### config.mk
export PLATFORM = sky130hd
export DESIGN_NAME = grid_io_cfg_bank
export DESIGN_NICKNAME = d
export VERILOG_FILES = /design/src/rtl/grid_io_pkg.sv /design/src/rtl/grid_io_cfg_chain.sv /design/src/rtl/grid_io_cfg_bank.sv
export SDC_FILE = /design/constraint.sdc
export NUM_CORES = 1
export LEC_CHECK = 0
export ABC_AREA = 1
export BUFFER_PORTS_ARGS = -buffer_cell sky130_fd_sc_hd__buf_4
export CAP_MARGIN = 20
export CORE_AREA = 3 3 58 60
export CTS_BUF_LIST = sky130_fd_sc_hd__clkbuf_8
export DETAILED_ROUTE_END_ITERATION = 16
export DIE_AREA = 0 0 61 63
export GPL_ROUTABILITY_DRIVEN = 0
export SLEW_MARGIN = 20
export SYNTH_ARGS = -nofsm -noshare
export SYNTH_HDL_FRONTEND = slang
export SYNTH_HIERARCHICAL = 1
export SYNTH_SLANG_ARGS = --single-unit
### constraint.sdc
create_clock -name prog_clk -period 1.8 [get_ports prog_clk]
set_input_delay 0.18 -clock prog_clk [delete_from_list [all_inputs] [get_ports prog_clk]]
set_output_delay 0.18 -clock prog_clk [all_outputs]
set_load 0.03 [all_outputs]
### src/rtl/grid_io_pkg.sv
// Shared types and field indices for the perimeter I/O grid tile.
package grid_io_pkg;

  localparam int unsigned CFG_BITS_PER_IO = 2;
  localparam int unsigned CFG_DIR_OUT     = 0;
  localparam int unsigned CFG_INVERT      = 1;

  typedef struct packed {
    logic invert;
    logic dir_out;
  } io_cfg_t;

endpackage

### src/rtl/grid_io_cfg_chain.sv
// Configuration shift chain with saturating shift counter and shadow (active) register.
// Optional odd-parity check on load when CCFF_PARITY_EN is defined.
module grid_io_cfg_chain #(
  parameter int unsigned PAD_BITS  = 8,
  parameter int unsigned CHAIN_LEN = 8
) (
  input  logic                prog_clk,
  input  logic                prog_reset,
  input  logic                ccff_head,
  input  logic                ccff_shift_en,
  input  logic                ccff_load,
  output logic [PAD_BITS-1:0] active,
  output logic                ccff_tail,
  output logic                cfg_done,
  output logic                cfg_err
);

  localparam int unsigned CntW = $clog2(CHAIN_LEN + 1);
  localparam logic [CntW-1:0] CntMax = CntW'(CHAIN_LEN);

  logic [CHAIN_LEN-1:0] chain_q, chain_d;
  logic [PAD_BITS-1:0]  active_q, active_d;
  logic [CntW-1:0]      cnt_q, cnt_d;
  logic                 err_q, err_d;
  logic                 load_ok;

`ifdef CCFF_PARITY_EN
  assign load_ok = ^chain_q;
`else
  assign load_ok = 1'b1;
`endif

  always_comb begin
    chain_d  = chain_q;
    active_d = active_q;
    cnt_d    = cnt_q;
    err_d    = err_q;
    if (ccff_shift_en) begin
      chain_d = {chain_q[CHAIN_LEN-2:0], ccff_head};
    end
    // Load samples the pre-shift chain; a concurrent shift counts as the first of the next batch.
    if (ccff_load) begin
      if (load_ok) begin
        active_d = chain_q[PAD_BITS-1:0];
      end
`ifdef CCFF_PARITY_EN
      err_d = ~load_ok;
`else
      err_d = 1'b0;
`endif
      cnt_d = ccff_shift_en ? CntW'(1) : '0;
    end else if (ccff_shift_en && (cnt_q != CntMax)) begin
      cnt_d = cnt_q + CntW'(1);
    end
  end

  always_ff @(posedge prog_clk or posedge prog_reset) begin
    if (prog_reset) begin
      chain_q  <= '0;
      active_q <= '0;
      cnt_q    <= '0;
      err_q    <= 1'b0;
    end else begin
      chain_q  <= chain_d;
      active_q <= active_d;
      cnt_q    <= cnt_d;
      err_q    <= err_d;
    end
  end

  assign active    = active_q;
  assign ccff_tail = chain_q[CHAIN_LEN-1];
  assign cfg_done  = (cnt_q == CntMax);
  assign cfg_err   = err_q;

endmodule

### src/rtl/grid_io_cfg_bank.sv
// Perimeter I/O grid tile: serially configured pads with combinational, isolatable datapath.
// Build option: define CCFF_PARITY_EN to append an odd-parity bit to the config chain.
module grid_io_cfg_bank
  import grid_io_pkg::*;
#(
  parameter int unsigned NUM_IO   = 4,
  parameter int unsigned CFG_BITS = CFG_BITS_PER_IO
) (
  input  logic              prog_clk,
  input  logic              prog_reset,
  input  logic              isol_n,
  input  logic              ccff_head,
  input  logic              ccff_shift_en,
  input  logic              ccff_load,
  input  logic [NUM_IO-1:0] gfpga_pad_io_soc_in,
  output logic [NUM_IO-1:0] gfpga_pad_io_soc_out,
  output logic [NUM_IO-1:0] gfpga_pad_io_soc_dir,
  input  logic [NUM_IO-1:0] io_outpad,
  output logic [NUM_IO-1:0] io_inpad,
  output logic              ccff_tail,
  output logic              cfg_done,
  output logic              cfg_err
);

  localparam int unsigned PAD_BITS = NUM_IO * CFG_BITS;
`ifdef CCFF_PARITY_EN
  localparam int unsigned CHAIN_LEN = PAD_BITS + 1;
`else
  localparam int unsigned CHAIN_LEN = PAD_BITS;
`endif

  logic [PAD_BITS-1:0] active;

  grid_io_cfg_chain #(
    .PAD_BITS  (PAD_BITS),
    .CHAIN_LEN (CHAIN_LEN)
  ) u_chain (
    .prog_clk      (prog_clk),
    .prog_reset    (prog_reset),
    .ccff_head     (ccff_head),
    .ccff_shift_en (ccff_shift_en),
    .ccff_load     (ccff_load),
    .active        (active),
    .ccff_tail     (ccff_tail),
    .cfg_done      (cfg_done),
    .cfg_err       (cfg_err)
  );

  for (genvar i = 0; i < NUM_IO; i++) begin : g_pad
    io_cfg_t cfg;
    logic    drive;

    assign cfg   = active[i*CFG_BITS +: CFG_BITS_PER_IO];
    assign drive = cfg.dir_out & isol_n;

    assign gfpga_pad_io_soc_dir[i] = ~drive;
    assign gfpga_pad_io_soc_out[i] = drive ? (io_outpad[i] ^ cfg.invert) : 1'b0;
    assign io_inpad[i] = (isol_n & ~cfg.dir_out) ? (gfpga_pad_io_soc_in[i] ^ cfg.invert) : 1'b0;
  end

endmodule

==> qor.csv <==
stage;metric;value;unit
synth;synth-edff-count;0;
detailed_routing;dr.pass1.iters;4;
setup_path;crit_path_end_kind;output pin;
clock_tree;cts_hold_buf;0;
floorplan;core;2978;um2
timing;rsz0062_at_grt;no;
clock_tree;htree_num_levels;1;
placement;portBuffers;27;
timing;slew_viol_final;0;
clock_tree;cts_resized;0;
floorplan;start_util;0.3824;
setup_path;path_cells;inv_1 -> ha_1 -> nand3b_1 -> inv_1 -> buf_4;
clock_tree;cts_tree;done;
grt;grt_first_pass_wirelength;3450;um
synth;yosys.area.top_type;dfrtp_1;
synth;yosysTopAreaCellShare;0.4396;
setup_path;r2r-start;u_chain/cnt_q[0];
placement;place_area;1336;um2
layout;area_growth;20.99;%
setup_path;worstSetupStartpointType;flop;
detailed_routing;drtIter0Drc;44;
synth;ys_ff_latch;20;
synth;synthCells;150;
layout;fill_cells;316;
clock_tree;clk_pin_slew_worst_paths;70;ps
setup_path;ff2ff_setup_slack;610;ps
synth;yosysUniqueCellTypes;22;
detailed_routing;wl_per_cell;9.957;um
layout;nets;193;
synth;synthTopCellsByCount;46 x nand2_1, 22 x inv_1, 20 x dfrtp_1;
timing;hold_viol;0;
synth;avgSynthCellArea;7.591;um2
setup_path;slowest_stage;dfrtp_1;
timing;setup_violations;0;
worst_hold_path;hp-class;in -> async;
synth;synth_area_leaders;dfrtp_1 44%, nand2_1 15%, inv_1 7.3%;
setup_path;reg2reg_to;u_chain/cnt_q[0];
grt;grt_pass1_vias;875;
detailed_routing;vias;935;
pwr;power_density;825.4;nW/um2
layout;final_cell_area;1378;um2
placement;hpwl;1586;um
setup_path;arrival;1340;ps
clock_tree;clock_sinks;20;
timing;max_slew_margin;0.5009;
timing;min_period;1524;ps
synth;ys_warn_count;6;
floorplan;dieArea;3843;um2
floorplan;rows;20;
layout;final-instance-count-excl-fill;208;
outcome;outcome;finished clean;
pwr;power;1.137;mW
synth;synth_area;1139;um2
setup_path;rr_worst_depth;6;
floorplan;die_h;63;um
timing;tns;0;ps
floorplan;die_x;61;um
timing;tightestPinTransition;747.8;ps
timing;final.setup_skew;0.5724;ps
timing;max_freq;656.1;MHz
setup_path;crit_top_cell;inv_1;
floorplan;pin_count;29;
detailed_routing;postRouteAntennaNets;0;
clock_tree;clk_latency;250;ps
detailed_routing;vias_per_cell;4.495;
layout;seqCellArea;500.5;um2
grt;grtUsageTotal;0.1120;
layout;drive_gt1_frac;0.3029;
setup_path;max_stage_delay;400;ps
flow_run;drv_cap;0;
placement;placed_cells;205;
setup_path;critPathKind;reg -> out;
synth;seq_area_frac_synth;0.4396;
detailed_routing;drc;0;
detailed_routing;routed_wl;2071;um
clock_tree;cts_setup_buffers;0;
grt;grt_overflow;0;
pwr;ir_worst_vdd;0.4446;mV
grt;antenna_found_initial;0;
synth;synth_async_sr_flop_share;1.000;
layout;antenna_cells;0;
setup_path;crit_fanout;4;
setup_path;worst_ep_required_time;1620;ps
clock_tree;cts_buffers;3;
grt;grt_max_degree;24;
synth;synth_nets;166;
pwr;p_leak;0.7853;nW
clock_tree;clk_path_buf_depth;2;
timing;finalCritPeriodShare;0.8468;
clock_tree;ctsRootBufferMaster;clkbuf_8;
synth;synth.most_common_cell;nand2_1;
synth;synth-main-ff-cell;dfrtp_1;
layout;multiInputGateArea;490.5;um2
## placed cells by master (no fill, tap or decap)
| cell | n |
|---|---|
| inv_2 | 5 |
| ha_1 | 2 |
| nor2_1 | 15 |
| nand2_2 | 5 |
| o21ai_2 | 4 |
| nand3_2 | 1 |
| a21oi_1 | 3 |
| nand2_4 | 4 |
| nor2_2 | 4 |
| nand4_1 | 2 |
| nand2_1 | 46 |
| conb_1 | 1 |
| o21ai_0 | 6 |
| dfrtp_1 | 20 |
| nand3b_1 | 1 |
| nand3_1 | 3 |
| buf_4 | 27 |
| a31oi_1 | 1 |
| clkbuf_8 | 3 |
| inv_1 | 22 |
## report_power, final
group          total [mW]  switching (mW)  internal, mW
Combinational       0.305           0.187         0.118
Sequential          0.556          0.0512         0.505
Clock               0.276           0.128         0.148
## metal layers
| layer | up-vias | part of all wire | track usage | wire [um] |
|---|---|---|---|---|
| li1 | 494 | - | - | - |
| met1 | 415 | 0.45 | 0.1371 | 941 |
| met2 | 24 | 0.49 | 0.1992 | 1012 |
| met3 | 2 | 0.054 | 0.01240 | 111 |
| met4 | 0 | 0.0029 | 0.03252 | 6 |
| met5 | - | 0 | 0 | 0 |
## cell type report
cell class,count,area share
tap,33,0.02997
clock buffer,3,0.02997
timing repair buffer,27,0.1471
sequential,20,0.3633
inverter,27,0.07357
multi-input combinational,98,0.3560
## logic make-up after synthesis
| family | Yosys count | share of synthesized area |
|---|---|---|
| other | 1 | 0.003294 |
| AO/OA/AOI/OAI | 14 | 0.07582 |
| buffers and inverters | 32 | 0.1297 |
| adder cells (fa/ha/maj) | 2 | 0.02197 |
| flip-flops | 20 | 0.4396 |
| AND/OR/NAND/NOR | 81 | 0.3297 |
## state kept, by name (all words and copies together), names as in the netlist
register         cells
u_chain/cnt_q        4
u_chain/chain_q      8
u_chain/active       8
## how the worst max path moves through the flow
stage | start | to | slack (ps) | depth (start not counted)
floorplan | u_chain/cnt_q[0] | cfg_done | 660 | 4
global placement | u_chain/cnt_q[0] | cfg_done | 630 | 5
detailed placement | u_chain/cnt_q[0] | cfg_done | 550 | 5
CTS | u_chain/cnt_q[0] | cfg_done | 260 | 5
global route | u_chain/cnt_q[0] | cfg_done | 150 | 5
finish | u_chain/cnt_q[0] | cfg_done | 280 | 5
## through the flow
stage	worst slack, ps	util	hold WS (ps)
2_1_floorplan	658.7	-	143.8
3_3_place_gp	632.6	0.4487	349.8
3_5_place_dp	552.5	0.4487	357.6
4_1_cts	262.7	0.4626	87.35
5_1_grt	152.2	0.4626	124.5
6_report	275.8	0.4626	62.71
## worst max-delay path: cells and delay by family, from the launching register on
kind | cells | cell delay (ps)
simple gates | 1 | 160
buf+inv | 3 | 350
flops | 1 | 400
fa+ha+maj | 1 | 180
Power figures use the tool's default switching activity.
